## src/rtl/btb_predictor.sv

```systemverilog
// btb_predictor: direct-mapped branch target buffer with per-entry saturating
// direction counters for the IF stage of the RV32I pipeline.
// Lookup is combinational from the fetch PC; training comes from EX one cycle later.
// Optional macro BTB_STATS_EN builds lookup/hit/mispredict statistics counters.
module btb_predictor #(
    parameter int ENTRIES = 16,
    parameter int TAG_W   = 8,
    parameter int CTR_W   = 2,
    parameter int STAT_W  = 32
) (
    input  logic              clk,
    input  logic              rst,
    input  logic              lookup_en,
    input  logic [31:0]       pc_if,
    output logic              predicted_taken,
    output logic [31:0]       predicted_target,
    output logic              btb_hit,
    input  logic              update_btb_ex,
    input  logic [31:0]       pc_ex,
    input  logic [31:0]       jump_addr_ex,
    input  logic              ex_branch_taken,
    input  logic              modify_pc_ex,
    input  logic              btb_flush,
    input  logic              stat_clr,
    output logic [STAT_W-1:0] stat_lookups,
    output logic [STAT_W-1:0] stat_hits,
    output logic [STAT_W-1:0] stat_mispredicts
);

    localparam int IDX_W = $clog2(ENTRIES);

    // Counter encodings: MSB set means "predict taken".
    localparam logic [CTR_W-1:0] CTR_WEAK_TAKEN     = CTR_W'(2 ** (CTR_W - 1));
    localparam logic [CTR_W-1:0] CTR_WEAK_NOT_TAKEN = CTR_W'(2 ** (CTR_W - 1) - 1);
    localparam logic [CTR_W-1:0] CTR_MAX            = '1;

    logic [ENTRIES-1:0] valid;
    logic [TAG_W-1:0]   tag_mem    [ENTRIES];
    logic [31:0]        target_mem [ENTRIES];
    logic [CTR_W-1:0]   ctr_mem    [ENTRIES];

    logic [IDX_W-1:0] if_idx;
    logic [IDX_W-1:0] ex_idx;
    logic [TAG_W-1:0] if_tag;
    logic [TAG_W-1:0] ex_tag;

    logic             ex_hit;
    logic [CTR_W-1:0] ex_ctr;
    logic [CTR_W-1:0] ctr_inc;
    logic [CTR_W-1:0] ctr_dec;

    // Low two PC bits and bits above the tag never participate in indexing.
    logic unused_pc_bits;
    assign unused_pc_bits = ^{pc_if, pc_ex};

    assign if_idx = pc_if[IDX_W+1:2];
    assign if_tag = pc_if[IDX_W+TAG_W+1:IDX_W+2];
    assign ex_idx = pc_ex[IDX_W+1:2];
    assign ex_tag = pc_ex[IDX_W+TAG_W+1:IDX_W+2];

    // Fetch-side lookup; reads pre-update contents when EX writes the same entry.
    always_comb begin
        btb_hit          = valid[if_idx] && (tag_mem[if_idx] == if_tag);
        predicted_taken  = btb_hit && ctr_mem[if_idx][CTR_W-1];
        predicted_target = btb_hit ? target_mem[if_idx] : 32'h0;
    end

    // EX-side hit detection and saturating counter neighbours of the resolving entry.
    always_comb begin
        ex_hit  = valid[ex_idx] && (tag_mem[ex_idx] == ex_tag);
        ex_ctr  = ctr_mem[ex_idx];
        ctr_inc = (ex_ctr == CTR_MAX) ? ex_ctr : ex_ctr + CTR_W'(1);
        ctr_dec = (ex_ctr == '0) ? ex_ctr : ex_ctr - CTR_W'(1);
    end

    // Entry storage: flush beats training; a not-taken miss never allocates.
    always_ff @(posedge clk or posedge rst) begin
        if (rst) begin
            valid <= '0;
            for (int i = 0; i < ENTRIES; i++) begin
                tag_mem[i]    <= '0;
                target_mem[i] <= '0;
                ctr_mem[i]    <= CTR_WEAK_NOT_TAKEN;
            end
        end else if (btb_flush) begin
            valid <= '0;
        end else if (update_btb_ex) begin
            if (ex_hit) begin
                if (ex_branch_taken) begin
                    ctr_mem[ex_idx]    <= ctr_inc;
                    target_mem[ex_idx] <= jump_addr_ex;
                end else begin
                    ctr_mem[ex_idx]    <= ctr_dec;
                end
            end else if (ex_branch_taken) begin
                valid[ex_idx]      <= 1'b1;
                tag_mem[ex_idx]    <= ex_tag;
                target_mem[ex_idx] <= jump_addr_ex;
                ctr_mem[ex_idx]    <= CTR_WEAK_TAKEN;
            end
        end
    end

`ifdef BTB_STATS_EN
    localparam logic [STAT_W-1:0] STAT_MAX = '1;

    logic [STAT_W-1:0] lookups_q;
    logic [STAT_W-1:0] hits_q;
    logic [STAT_W-1:0] mispredicts_q;

    // Saturating event counters; clear takes priority over counting.
    always_ff @(posedge clk or posedge rst) begin
        if (rst) begin
            lookups_q     <= '0;
            hits_q        <= '0;
            mispredicts_q <= '0;
        end else if (stat_clr) begin
            lookups_q     <= '0;
            hits_q        <= '0;
            mispredicts_q <= '0;
        end else begin
            if (lookup_en && (lookups_q != STAT_MAX)) begin
                lookups_q <= lookups_q + STAT_W'(1);
            end
            if (lookup_en && btb_hit && (hits_q != STAT_MAX)) begin
                hits_q <= hits_q + STAT_W'(1);
            end
            if (modify_pc_ex && (mispredicts_q != STAT_MAX)) begin
                mispredicts_q <= mispredicts_q + STAT_W'(1);
            end
        end
    end

    assign stat_lookups     = lookups_q;
    assign stat_hits        = hits_q;
    assign stat_mispredicts = mispredicts_q;
`else
    // Without statistics the event inputs have no consumer.
    logic unused_stat_inputs;
    assign unused_stat_inputs = ^{lookup_en, modify_pc_ex, stat_clr};

    assign stat_lookups     = '0;
    assign stat_hits        = '0;
    assign stat_mispredicts = '0;
`endif

endmodule

```

## config.mk

```make
export PLATFORM = sky130hd
export DESIGN_NAME = btb_predictor
export DESIGN_NICKNAME = d
export VERILOG_FILES = /design/src/rtl/btb_predictor.sv
export SDC_FILE = /design/constraint.sdc
export NUM_CORES = 1
export LEC_CHECK = 0
export CORE_MARGIN = 10
export CORE_UTILIZATION = 35
export CTS_CLUSTER_DIAMETER = 50
export DETAILED_ROUTE_END_ITERATION = 12
export PLACE_DENSITY = 0.51
export SYNTH_ARGS = -nofsm -noshare
export SYNTH_HDL_FRONTEND = slang
export SYNTH_SLANG_ARGS = --single-unit
```

## constraint.sdc

```tcl
create_clock -name clk -period 23 [get_ports clk]
set_input_delay 4.6 -clock clk [delete_from_list [all_inputs] [get_ports clk]]
set_output_delay 4.6 -clock clk [all_outputs]
set_load 0.01 [all_outputs]
```

# Word-level counts from Yosys, hierarchy flattened
# Index checks and enable logic that the tools add are counted.
# totals
ff_bits,688
input_bits,104
out_inout_bits,130
# op_classes
n_addsub,2
n_lt_le_gt_ge,6
eq_ne,4
muxes,41
bitwise_logic,8
n_reduce_logical,13
# ops
cell,n
bitwise mux 512 bit,1
two-way mux 32 bit,7
binary-select mux 32 bit (select 4 bit),1
bitwise mux 128 bit,1
demux 32 bit (select 4 bit),1
binary-select mux 8 bit (select 4 bit),2
bitwise mux 32 bit,2
two-way mux 16 bit,4
two-way mux 8 bit,5
demux 8 bit (select 4 bit),1
bitwise OR 16 bit,2
bitwise AND 16 bit,1
binary-select mux 2 bit (select 4 bit),2
== test 8 bit,2
NOT 16 bit,1
two-way mux 2 bit,7
>= comparator 5 bit (second input constant),2
less-than comparator 4 x 5 -> 1 bit (second input constant),2
NOT 4 -> 5 bit,2
AND reduction 3 bit,3
binary-select mux 1 bit (select 4 bit),2
demux 2 bit (select 4 bit),1
nonzero test 2 bit,3
logical AND 1 bit,5
other kinds (11),14

# Logic depth before layout (Yosys ltp)
# Gate-level depths: netlist of the first run.
# logic_depth
depth_word,9
ltp_mapped,14
ltp_nobuf,7

# Worst setup path before layout of the first run
# Ideal clock, no wire load.
# synth_path
path_type,input to output
startpoint,input pc_if[2]
endpoint,output predicted_target[20]
t_arrival_ns,7.643
t_required_ns,18.400
setup_slack_ns,10.757
stages,9
cell_sequence,buf_2 buf_2 buf_2 buf_2 buf_2 buf_1 mux4_2 mux4_2 nor2b_1
# synth_between
elab_chain_cells,7
word_cells_on_any_way,12
# synth_rtl
item,line,text
from (decl),14,"input logic [31:0] pc_if,"
NOT 4 -> 5 bit (implied by the code),"63, 65",
binary-select mux 8 bit (select 4 bit),63,btb_hit = valid[if_idx] && (tag_mem[if_idx] == if_tag);
two-way mux 8 bit (implied by the code) (2 in series),63,
== test 8 bit,63,
logical AND 1 bit,63,
two-way mux 32 bit (*),65,predicted_target = btb_hit ? target_mem[if_idx] : 32'h0;
to (decl),16,"output logic [31:0] predicted_target,"
# Every way passes the cells marked *; elsewhere a longest branch is shown, timed or not. The select of a mux whose other input is x is not followed.

# Final worst setup path of the first run
# layout_path
startpoint,input pc_if[3]
endpoint,output predicted_target[2]
# Same word-level chain as after synthesis.

==> out/results.ini, run 1 <==
[sta]
final_cycle_share_pct=57.8
timing_worst_slew_pin_value_ns=1.12
finalSetupViolCount=0
finalSetupTns_ns=0
rsz0062_at_grt=false
timing.final.crit_period_ns=13.29
final-max-slew-violation-count=0
clock-skew-final_ns=0.0249
clock.fmax_mhz=75.3
timing.max_slew.rel_slack_pct=25.3
final_number_of_hold_violating_endpoints=0

[yosys]
synth_area_in_adders_pct=0.0590
ys_top_cells_by_area=sky130_fd_sc_hd__dfrtp_1, sky130_fd_sc_hd__mux4_2, sky130_fd_sc_hd__mux2_2
synth.yosys.seq_area_share_pct=50.8
largest_family_of_logic_cells_by_synthesized_area=multiplexers
post_synth_most_frequent_cells=sky130_fd_sc_hd__dfrtp_1, sky130_fd_sc_hd__nand2_1, sky130_fd_sc_hd__mux2_2, sky130_fd_sc_hd__mux4_2, sky130_fd_sc_hd__clkbuf_1
synth_compound_area_share_pct=1.93
synth_cell_type_count=51
yosys.area_share.simple_pct=7.26
ys.warnings.count=0
synth.top_cell.area_share_pct=49.6
synthXorXnorAreaFrac_pct=0.284
synth_mux_area_share_pct=34.7
synth_edf_count=0
synthDominantAreaCellType=sky130_fd_sc_hd__dfrtp_1
async_reset_ff_share_pct=100
ys_ff_latch=688
postSynth.topFlopCell=sky130_fd_sc_hd__dfrtp_1
synth.cell_area_um2=33900
syn_area_per_cell_um2=13.8
postSynthCellCount=2459
synthMostInstantiatedCell=sky130_fd_sc_hd__dfrtp_1

[floorplan]
floorplan.core_area_um2=96400
placementRows=114
die_area_um2=110000
io_pins=234
initial_core_util_pct=35.2
die-width_um=331
fp.dieH_um=331

[run_status]
run_status=completed

[run]
timing.max_cap.violations=0

[clock_network]
max-clock-path-buffers=3
clock_slew_at_reported_path_ffs_ns=0.05
cts_root_buf=sky130_fd_sc_hd__clkbuf_16
cts_made_buffers=89
post-cts-setup-buffers=0
number_of_gates_resized_after_cts=0
cts.htree.levels=3
clkLatencyLatePin_ns=0.65
cts_sinks=688
cts-hold-fix-buffers=0
clock_tree_from_tritoncts=yes

[detailed_routing]
routed_wl_um=96100
routedWlPerCell_um=25.0
drt-vias-per-instance=5.33
num_vias=20500
number_of_drc_markers_in_iteration_0=1263
route.detailed.drc=0
detail-route-antenna-nets=0
firstDrtPassIters=7

[placement]
number_of_port_buffers=94
place.detailed.hpwl_um=53300
globalplace.congestion=0.765
placed_cells=3673

[critical_path]
crit_path_cell_trace=clkbuf_8, buf_12, mux4_2, mux4_2, xnor2_1, nand4_1, nor3_1, nand4_1, buf_4, nor2b_1, clkdlybuf4s50_1
required_ns=18.40
buffers_plus_inverters_on_the_worst_setup_path=4
cp_slowest_cell=sky130_fd_sc_hd__buf_12
critPathLaunchType=input port
timing.critical_path.arrival_ns=8.69
criticalPathCategory=input port to output port
path_max_fanout=114
cpLargestDelayFamily=buffers and inverters
kind_of_end_point_of_the_critical_path=output port
max_stage_delay_ns=0.69

[pwr]
power.static_leakage_uw=0.0175
pwr_density_cell_nw_per_um2=85.4
peakVddDrop_uv=56.9

[global_routing]
first_pass_grt_wire_length_um=146000
grt_usage_pct=17.2
antenna_found_initial=2
globalRoute.totalOverflow=0
grt_pass1_vias=22300
pin_count_of_the_biggest_net_entering_global_routing=182

[cells_and_area]
nets=2592
fin_cells=3839
final_util_pct=40.3
layout-drive-gt1-share_pct=35.6
syn2layout_area_growth_pct=14.5

[min_path]
hp-class=flip-flop to flip-flop

[cell usage in the layout (no fill, tap or decap), types with 25 or more instances in the layout]
cell type	synthesis	final
sky130_fd_sc_hd__dfrtp_1	672	672
sky130_fd_sc_hd__nand2_1	408	408
sky130_fd_sc_hd__mux2_2	403	403
sky130_fd_sc_hd__mux4_2	253	253
sky130_fd_sc_hd__mux2_1	114	114
sky130_fd_sc_hd__conb_1	1	96
sky130_fd_sc_hd__clkbuf_16	0	89
sky130_fd_sc_hd__clkdlybuf4s50_1	0	87
sky130_fd_sc_hd__buf_4	101	41
sky130_fd_sc_hd__nor2b_1	40	40
sky130_fd_sc_hd__inv_1	31	30
sky130_fd_sc_hd__mux2i_1	25	25
[flip-flops by register name, indices dropped and copies added (netlist names)]
| signal | count |
|---|---|
| ctr_mem | 32 |
| tag_mem | 128 |
| target_mem | 512 |
| valid | 16 |
[worst reg2reg max path, cell delays in order, from the launching register on]
cell and delay [ns]:
sky130_fd_sc_hd__dfrtp_1 0.40, sky130_fd_sc_hd__mux4_2 0.47, sky130_fd_sc_hd__mux4_2 0.49, sky130_fd_sc_hd__xnor2_1 0.15
sky130_fd_sc_hd__nand4_1 0.79, sky130_fd_sc_hd__nand3b_1 0.50, sky130_fd_sc_hd__buf_4 0.39, sky130_fd_sc_hd__o21ai_4 0.69
sky130_fd_sc_hd__mux2_1 0.40
[area by class of cell]
class	count	area [µm²]
sequential	688	17200
clock buffer	117	2490
timing repair buffer	135	1260
inverter	33	128
antenna	1	2.50
tap	1276	1600
multi-input combinational	1541	15500
fill	8876	57600
clock inverter	48	629
[logic make-up after synthesis]
kind of cell / after synthesis
muxes: 795
other: 1
buffers and inverters: 325
adders and majority gates: 2
AOI/OAI and AO/OA: 76
DFF: 688
xor gates and xnor gates: 11
and+or+nand+nor: 561
[power breakdown]
| group | leakage, µW | switching, µW | internal [µW] |
|---|---|---|---|
| sequential | 0.00909 | 84.7 | 1370 |
| combinational | 0.00687 | 185 | 231 |
| clock | 0.00152 | 572 | 878 |
| total | 0.0175 | 842 | 2470 |
[final timing paths]
kind | startpoint | endpoint | slack (ns) | depth (start not counted)
max reg2reg | tag_mem[98] | tag_mem[90] | 18.60 | 8
min | target_mem[397] | target_mem[397] | 0.47 | 2
max | pc_if[3] | predicted_target[2] | 9.71 | 11
min in group asynchronous | rst | target_mem[120] | 4.50 | 2
max in group asynchronous | rst | target_mem[425] | 14.80 | 6
min reg2reg | target_mem[397] | target_mem[397] | 0.47 | 2
[stage by stage]
| stage | setup slack, ns | hold WS, ns | instance area, µm² | total power, µW |
|---|---|---|---|---|
| global route | 9.38 | 0.491 | 38800 | 3460 |
| finish | 9.71 | 0.469 | 38800 | 3320 |
| global placement | 9.57 | 0.454 | 35700 | 1860 |
| CTS | 9.57 | 0.475 | 38800 | 3360 |
| detailed placement | 9.59 | 0.460 | 35700 | 1890 |
| floorplan | 9.00 | 0.441 | 34300 | 1790 |
[routing by layer]
metal,track usage [%],part of all wire (%)
met5,0,0.012
met4,4.91,2.0
met3,3.04,5.3
met2,28.9,50
met1,22.6,43
Power figures use the tool's default switching activity.
==> inputs of run 2 (changes only) <==
Settings changed: PLACE_DENSITY 0.51 to 0.49.
Clock period 23 ns to 13.5 ns, I/O delays scaled along.
==> run 2 against run 1 <==
Effect of this change: sequential power up 70%; cell area grew 0.34%; register-to-register slack got worse by 9.6 ns; sequential share of layout area is 0.15 points lower; power rose by 73%; critical path type unchanged; non-clock buffer count fell by 2; die area did not move; highest routed layer is now met4; clock-buffer cell count is 7 higher; worst hold slack hardly changed.
==> out/results.ini, run 2 (synthesis gave the netlist of run 1 again) <==
[run_status]
run_status=completed  ; unchanged

[floorplan]
die-width_um=331  ; unchanged
placementRows=114  ; unchanged
fp.dieH_um=331  ; unchanged
io_pins=234  ; unchanged
die_area_um2=110000  ; unchanged
initial_core_util_pct=35.2  ; unchanged
floorplan.core_area_um2=96400  ; unchanged

[detailed_routing]
routedWlPerCell_um=25.3  ; was 25.0 µm
number_of_drc_markers_in_iteration_0=1588  ; was 1263
routed_wl_um=97300  ; was 96100 µm
route.detailed.drc=0  ; unchanged
drt-vias-per-instance=5.34  ; was 5.33
num_vias=20500  ; about the same
firstDrtPassIters=5  ; was 7
detail-route-antenna-nets=0  ; unchanged

[cells_and_area]
finished_cell_area_um2=39000  ; was 38800 µm²
nets=2595  ; was 2592
layout-drive-gt1-share_pct=35.8  ; was 35.6%
fill_cells=8889  ; was 8876
max_flop_register=target_mem  ; unchanged
most-common-layout-cells=sky130_fd_sc_hd__dfrtp_1, sky130_fd_sc_hd__nand2_1, sky130_fd_sc_hd__mux2_2  ; unchanged
largest_register_ffs=512  ; unchanged
syn2layout_area_growth_pct=14.9  ; was 14.5%
reg_top3=target_mem x512, tag_mem x128, ctr_mem x32  ; unchanged
num_antenna_cells=0  ; was 1
leading_cell_type_in_the_layout_fill_and_taps_excluded=sky130_fd_sc_hd__dfrtp_1  ; unchanged

[placement]
globalplace.congestion=0.748  ; was 0.765
number_of_port_buffers=94  ; unchanged
placed_area_um2=35700  ; about the same
post-place-ws_ns=3.44  ; was 9.59 ns
place.detailed.hpwl_um=53100  ; was 53300 µm

[sta]
timing_worst_slew_pin_value_ns=1.11  ; was 1.12 ns
timing.max_slew.rel_slack_pct=26.0  ; was 25.3%
clock.fmax_mhz=101
fin_worst_hold_slack_ns=0.470  ; was 0.469 ns
timing.final.crit_period_ns=9.87
finalSetupTns_ns=0  ; unchanged
clock-skew-final_ns=0.0300  ; was 0.0249 ns
setup_slack_ns=3.63  ; was 9.71 ns
finalSetupViolCount=0  ; unchanged
rsz0062_at_grt=false  ; unchanged
final_cycle_share_pct=73.1
final-max-slew-violation-count=0  ; unchanged
final_number_of_hold_violating_endpoints=0  ; unchanged

[critical_path]
criticalPathCategory=input port to output port  ; unchanged
cpLargestDelayFamily=buffers and inverters  ; unchanged
crit_path_cell_trace=buf_4, buf_4, mux4_2, nor2b_1, a211oi_1, a21oi_1, xnor2_1, nand4_1, buf_4, nor2b_1, clkdlybuf4s50_1  ; was clkbuf_8, buf_12, mux4_2, mux4_2, xnor2_1, nand4_1, nor3_1, nand4_1, buf_4, nor2b_1, clkdlybuf4s50_1
critPathLaunchType=input port  ; unchanged
worst_setup_path_startpoint=pc_if[4]  ; was pc_if[3]
required_ns=10.80  ; was 18.40 ns
buffers_plus_inverters_on_the_worst_setup_path=4  ; unchanged
path_max_fanout=29  ; was 114
critical_path.most_common_cell=sky130_fd_sc_hd__buf_4
timing.critical_path.arrival_ns=7.17  ; was 8.69 ns
kind_of_end_point_of_the_critical_path=output port  ; unchanged
max_stage_delay_ns=0.61  ; was 0.69 ns
reg2reg_from=tag_mem[34]  ; was tag_mem[98]
cp_slowest_cell=sky130_fd_sc_hd__buf_4  ; was sky130_fd_sc_hd__buf_12

[clock_network]
clkLatencyLatePin_ns=0.66  ; was 0.65 ns
cts.htree.levels=3  ; unchanged
clock_tree_from_tritoncts=yes  ; unchanged
cts_root_buf=sky130_fd_sc_hd__clkbuf_16  ; unchanged
number_of_gates_resized_after_cts=0  ; unchanged
post-cts-setup-buffers=0  ; unchanged
cts_sinks=688  ; unchanged
cts-hold-fix-buffers=0  ; unchanged
clock_slew_at_reported_path_ffs_ns=0.05  ; about the same
max-clock-path-buffers=3  ; unchanged
cts_made_buffers=94  ; was 89

[min_path]
hp-class=flip-flop to flip-flop  ; unchanged
min_from=target_mem[465]  ; was target_mem[397]

[global_routing]
grt_pass1_vias=22300  ; about the same
grt_usage_pct=17.4  ; was 17.2%
antenna_found_initial=0  ; was 2
globalRoute.totalOverflow=0  ; unchanged
first_pass_grt_wire_length_um=147000  ; was 146000 µm
pin_count_of_the_biggest_net_entering_global_routing=182  ; unchanged

[pwr]
peakVddDrop_uv=85.3  ; was 56.9 µV
pwr_density_cell_nw_per_um2=147  ; was 85.4 nW/µm²
finalPower_uw=5730  ; was 3320 µW
power.static_leakage_uw=0.0175  ; about the same

[run]
timing.max_cap.violations=0  ; unchanged

[run 2: changes by cell type in the layout (fill, tap and decap cells not counted), sizes merged]
cell,delta
buf,-2
clkbuf,+7
clkinv,-5
clkinvlp,+8
diode,-1
[run 2: stage by stage]
step / util [%] / instances
global route: 40.4 / 3846
detailed placement: 37.0 / 3671
global placement: 37.0 / 3671
floorplan: - / 2554
finish: 40.4 / 3846
CTS: 40.4 / 3846
[run 2: final timing paths]
check                                  endpoint  slack (ns)  depth (start not counted)
max                        predicted_target[17]        3.63                         11
min                             target_mem[465]        0.47                          2
max reg2reg                         tag_mem[62]        9.00                          8
min reg2reg                     target_mem[465]        0.47                          2
max in group asynchronous       target_mem[422]        8.65                          4
min in group asynchronous       target_mem[375]        2.65                          2
[run 2: metal layers]
| layer | track usage, % | wire, µm |
|---|---|---|
| met5 | 0 | 0 |
| met1 | 22.8 | 42200 |
| met3 | 2.96 | 4550 |
| met2 | 29.2 | 48000 |
| met4 | 5.52 | 2510 |
[run 2: report_power, final]
group | switching (µW) | total (µW) | internal, µW
sequential | 146 | 2470 | 2330
clock | 974 | 2540 | 1570
combinational | 321 | 715 | 394
[run 2: final cells by class]
class / instances / area [µm²] / area share, %
flip-flops and latches: 688 / 17200 / 44.2
multi-input cells: 1541 / 15500 / 39.7
clock buffers: 124 / 2650 / 6.79
clock inverters: 51 / 599 / 1.54
well taps: 1276 / 1600 / 4.10
inverters: 33 / 128 / 0.328
repair buffers: 133 / 1270 / 3.27
[run 2: tightest hold or removal path, stage by stage, from the launching register on]
cell	delay, ns
sky130_fd_sc_hd__dfrtp_1	0.34
sky130_fd_sc_hd__nand2_1	0.05
sky130_fd_sc_hd__nand2_1	0.05
==> inputs of run 3 (changes only) <==
Settings changed: PLACE_DENSITY 0.49 to 0.51.
Clock period 13.5 ns to 8.13 ns, I/O delays scaled along.
==> run 3 against run 2 <==
Effect of this change: die area stayed put; via count rose by 0.69%; register-to-register slack got worse by 5.2 ns.
==> out/results.ini, run 3 (synthesis gave the netlist of run 1 again) <==
[sta]
timing.max_slew.rel_slack_pct=28.5  ; was 26.0%
fin_worst_hold_slack_ns=0.472  ; was 0.470 ns
final_number_of_hold_violating_endpoints=0  ; unchanged
final_cycle_share_pct=82.8
setup_slack_ns=1.40  ; was 3.63 ns
timing.final.crit_period_ns=6.73
clock-skew-final_ns=0.0157  ; was 0.0300 ns
final-max-slew-violation-count=0  ; unchanged
clock.fmax_mhz=149
finalSetupViolCount=0  ; unchanged
timing_worst_slew_pin_value_ns=1.07  ; was 1.11 ns
rsz0062_at_grt=false  ; unchanged

[global_routing]
grt_pass1_vias=22600  ; was 22300
globalRoute.totalOverflow=0  ; unchanged
antenna_found_initial=5  ; was 0
grt_usage_pct=17.2  ; was 17.4%
pin_count_of_the_biggest_net_entering_global_routing=184  ; was 182
first_pass_grt_wire_length_um=145000  ; was 147000 µm

[cells_and_area]
layout-drive-gt1-share_pct=36.1  ; was 35.8%
nets=2603  ; was 2595
reg_top3=target_mem x512, tag_mem x128, ctr_mem x32  ; unchanged
largest_register_ffs=512  ; unchanged
most-common-layout-cells=sky130_fd_sc_hd__dfrtp_1, sky130_fd_sc_hd__nand2_1, sky130_fd_sc_hd__mux2_2  ; unchanged
leading_cell_type_in_the_layout_fill_and_taps_excluded=sky130_fd_sc_hd__dfrtp_1  ; unchanged
syn2layout_area_growth_pct=15.3  ; was 14.9%
max_flop_register=target_mem  ; unchanged
fill_cells=8912  ; was 8889

[critical_path]
timing.critical_path.arrival_ns=5.11  ; was 7.17 ns
critPathLaunchType=input port  ; unchanged
path_max_fanout=41  ; was 29
kind_of_end_point_of_the_critical_path=output port  ; unchanged
required_ns=6.50  ; was 10.80 ns
criticalPathCategory=input port to output port  ; unchanged

[clock_network]
clock_slew_at_reported_path_ffs_ns=0.06  ; was 0.05 ns
clock_tree_from_tritoncts=yes  ; unchanged
cts.htree.levels=3  ; unchanged
cts_made_buffers=92  ; was 94
max-clock-path-buffers=3  ; unchanged
cts-hold-fix-buffers=0  ; unchanged
cts_sinks=688  ; unchanged
post-cts-setup-buffers=0  ; unchanged
number_of_gates_resized_after_cts=0  ; unchanged
clkLatencyLatePin_ns=0.65  ; was 0.66 ns
cts_root_buf=sky130_fd_sc_hd__clkbuf_16  ; unchanged

[detailed_routing]
routedWlPerCell_um=24.9  ; was 25.3 µm
route.detailed.drc=0  ; unchanged
number_of_drc_markers_in_iteration_0=1376  ; was 1588
routed_wl_um=95900  ; was 97300 µm
firstDrtPassIters=5  ; unchanged
num_vias=20700  ; was 20500
drt-vias-per-instance=5.36  ; was 5.34
detail-route-antenna-nets=0  ; unchanged

[run_status]
run_status=completed  ; unchanged

[floorplan]
initial_core_util_pct=35.2  ; unchanged
die-width_um=331  ; unchanged
floorplan.core_area_um2=96400  ; unchanged
die_area_um2=110000  ; unchanged
fp.dieH_um=331  ; unchanged
io_pins=234  ; unchanged
placementRows=114  ; unchanged

[placement]
globalplace.congestion=0.764  ; was 0.748
number_of_port_buffers=94  ; unchanged
place.detailed.hpwl_um=54700  ; was 53100 µm
post-place-ws_ns=1.32  ; was 3.44 ns

[min_path]
hp-class=flip-flop to flip-flop  ; unchanged

[run]
timing.max_cap.violations=0  ; unchanged

[pwr]
power.static_leakage_uw=0.0176  ; was 0.0175 µW
pwr_density_cell_nw_per_um2=245  ; was 147 nW/µm²
peakVddDrop_uv=152  ; was 85.3 µV

run 3: final timing paths:
| path | from | endpoint | slack [ns] | cells after the start |
|---|---|---|---|---|
| worst min-delay path | target_mem[464] | target_mem[464] | 0.47 | 2 |
| worst max-delay path | pc_if[2] | predicted_target[28] | 1.40 | 10 |
| worst min register to register | target_mem[464] | target_mem[464] | 0.47 | 2 |
| max in group asynchronous | rst | target_mem[484] | 4.93 | 4 |
| min in group asynchronous | rst | target_mem[215] | 1.58 | 3 |
| worst max register to register | tag_mem[6] | tag_mem[75] | 3.81 | 8 |
run 3: worst max-delay path, stage by stage:
cell and delay [ns]:
sky130_fd_sc_hd__buf_8 0.40, sky130_fd_sc_hd__mux4_2 0.57, sky130_fd_sc_hd__mux4_2 0.57, sky130_fd_sc_hd__xnor2_1 0.16, sky130_fd_sc_hd__nand4_1 0.13, sky130_fd_sc_hd__nor3_1 0.17
sky130_fd_sc_hd__nand4_1 0.23, sky130_fd_sc_hd__buf_4 0.38, sky130_fd_sc_hd__nor2b_1 0.22, sky130_fd_sc_hd__clkdlybuf4s50_1 0.57
run 3: area by class of cell:
| type | count | area, µm² | share of cell area, % |
|---|---|---|---|
| inverters | 33 | 128 | 0.326 |
| repair buffers | 143 | 1350 | 3.45 |
| clock inverters | 50 | 673 | 1.72 |
| diodes | 3 | 7.51 | 0.0192 |
| multi-input cells | 1541 | 15500 | 39.6 |
| clock buffers | 119 | 2620 | 6.69 |
| well taps | 1276 | 1600 | 4.08 |
| flip-flops and latches | 688 | 17200 | 44.1 |
run 3: power by group:
| part | leakage, µW | internal [µW] | total (µW) | switching, µW |
|---|---|---|---|---|
| sequential | 0.00909 | 3860 | 4110 | 242 |
| clock | 0.00161 | 2670 | 4280 | 1600 |
| combinational | 0.00691 | 656 | 1180 | 527 |
run 3: per-layer routing:
metal  wire length (µm)  vias to the layer above  share of wire [%]  GRT usage, %
met3               5070                      162                5.3          3.23
met2              47800                      558                 50          29.0
met4               2840                        0                3.0          6.42
li1                   -                     8784                  -             -
met1              40100                    11200                 42          21.6
met5                  0                        -                  0             0
run 3: stage by stage:
step | TNS, ns | cell area (µm²) | power [µW] | utilization, % | instances
floorplan | -1950.57 | 34300 | 5060 | - | 2554
global placement | 0 | 35800 | 5280 | 37.1 | 3681
detailed placement | 0 | 35800 | 5360 | 37.1 | 3681
CTS | 0 | 39100 | 9680 | 40.5 | 3850
global route | 0 | 39100 | 9970 | 40.5 | 3853
finish | 0 | 39100 | 9560 | 40.5 | 3853
==> variant (flow settings as in run 2) <==
Set the parameter `TAG_W` to 9 (it was 8).
--- a/src/rtl/btb_predictor.sv
+++ b/src/rtl/btb_predictor.sv
@@ -5,5 +5,5 @@
 module btb_predictor #(
     parameter int ENTRIES = 16,
-    parameter int TAG_W   = 8,
+    parameter int TAG_W   = 9,
     parameter int CTR_W   = 2,
     parameter int STAT_W  = 32
Function: not settled (the Yosys comparison gave no result); the edit may change what the design does.
==> variant against run 2 <==
Cell area is 2.8% higher. Sequential cell count grew 16. Core utilization up 0.41 points. First-iteration DRC count decreased by 34%. Combinational power up 3.9%. Synthesized area is 1.7% higher. Power rose by 8.3%. Routed wire length decreased by 0.79%. Worst setup slack better by 300 ps. Highest routed layer is now met5.
==> variant: results (changes against run 2) <==
- Final WL: 96500 um (-0.79%)
- Avg Vias per Cell: 5.35 (+0.28%)
- Clock Latency Late Sink: 700 ps (+40 ps)
- M1 WL: 42800 um (+1.4%)
- CLK BUF: 124 (unchanged)
- Maximum VDD drop: 0.000105 V (+23%)
- Initial antenna violation count: 6 (+6)
- CP Max Fanout: 97 (+230%)
- Synth Area in Adders: 0.000290 (-0.000300)
- Nets: 2416 (-6.9%)
- HPWL after detailed placement: 52800 um (-0.72%)
- Worst Skew: 42.3 ps (+12.3 ps)
- Largest net degree at the start of global routing: 173 (-4.9%)
- CTS Buf Count: 105 (+12%)
- Area used by multi-input combinational logic: 15500 um2 (+0.41%)
- DRT iter0 DRCs: 1049 (-34%)
- Critical path's slowest cell: buf_12
- Met2 usage: 0.286 (-0.00596)
- Critical path's top delay family: buffers and inverters
- Comb_multi_in: 1327 (-14%)
- Synth unique cells: 47 (-7.8%)
- Worst-margin pin slew: 1100 ps (-8.26 ps)
- Outcome: complete, no violations
- Number of sequential cells: 704 (+2.3%)
- Leakage: 17.9 nW (+1.9%)
- Mux cell area share after synthesis: 0.386 (+0.0383)
- GPL Wtd Cong: 0.764 (+2.1%)
- Sequential share of cell area: 0.440 (-0.00209)
- Vias in the first global route: 21800 (-2.3%)
- Clk cell area share: 0.0952 (+0.0119)
- Inserted Diodes: 1 (+1)
- Antenna viol nets, final: 0 (unchanged)
- Layout non-clock buf frac: 0.0327 (+0.0000758)
- WL met2: 46800 um (-2.5%)
- DR WL/cell: 26.1 um (+3.4%)
- Max incr delay on CP: 630 ps (+20 ps)
- Met3 usage: 0.0317 (+0.00214)
- Biggest regs: target_mem (512), tag_mem (144), ctr_mem (32)
- Avg Inst Size Synth: 15.2 um2 (+10%)
- Number of non-clock buffers: 139 (+4.5%)
- Global-route wire length before repair: 147000 um (-0.18%)
- Gr usage total: 0.174 (-0.000230)
- Share of cells above drive strength 1: 0.441 (+0.0831)
- Max Used Layer: met5
- Seq/Total Area, Yosys: 0.512 (+0.00314)
- Post-synthesis compound-gate area fraction: 0.0225 (+0.00324)
- XOR/XNOR Fraction of Synth Area: 0.00508 (+0.00224)
- Post-synth top cells: 688 x dfrtp_1, 542 x mux2_2, 242 x mux4_2, 135 x clkbuf_1, 121 x buf_4
- Cell count after placement: 3492 (-4.9%)
- Port bufs: 96 (+2.1%)
- Arr. time, crit path: 6860 ps (-310 ps)
- M1 GR Usage: 0.230 (+0.00186)
- Top area cells in the synthesized netlist: dfrtp_1 50%, mux2_2 18%, mux4_2 16%
## variant: changes by cell type in the layout (fill, tap and decap cells not counted), moves of 12 or more
cell | run 2 | this run
a31o_1 | 14 | 0
dfrtp_1 | 672 | 688
mux2_2 | 403 | 542
mux2i_1 | 25 | 42
nand2_1 | 408 | 18
nand2b_1 | 5 | 18
nand3_1 | 7 | 22
nor4b_1 | 14 | 0
o21a_1 | 0 | 20
o21ai_0 | 0 | 32
o21ai_1 | 18 | 0
o21ai_4 | 14 | 0
o32a_1 | 0 | 12
or4_1 | 13 | 0
## variant: cell families after synthesis
logic type / Yosys count
AO/OA/AOI/OAI: 107
XOR/XNOR: 20
adder cells (fa/ha/maj): 1
buffers and inverters: 331
flip-flops: 704
multiplexers: 943
other: 1
AND/OR/NAND/NOR: 160
## variant: per-stage QoR
step                cell area (um2)  power, W  hold WS [ps]  setup slack (ps)  utilization
floorplan                     34800   0.00315           457              1180            -
global route                  40100   0.00648           506              3660        0.408
finish                        40100   0.00621           484              3940        0.408
detailed placement            36200   0.00334           474              3900        0.369
global placement              36200   0.00330           481              3800        0.369
CTS                           40100   0.00629           490              3870        0.408
## variant: report_power, final
group | switching (W) | internal (W) | total [W]
registers | 0.000152 | 0.00240 | 0.00255
logic | 0.000313 | 0.000431 | 0.000743
clock network | 0.00108 | 0.00183 | 0.00291
total | 0.00154 | 0.00466 | 0.00621
## variant: worst paths after layout
path                                   from                   end  slack (ps)  depth (start not counted)
worst max register to register  tag_mem[36]           tag_mem[68]        9410                          9
worst min-delay path            ctr_mem[20]           ctr_mem[20]         480                          2
worst min register to register  ctr_mem[20]           ctr_mem[20]         480                          2
worst max-delay path               pc_if[3]  predicted_target[12]        3940                         12
min in group asynchronous               rst          tag_mem[128]        2540                          2
max in group asynchronous               rst       target_mem[175]        8140                          5
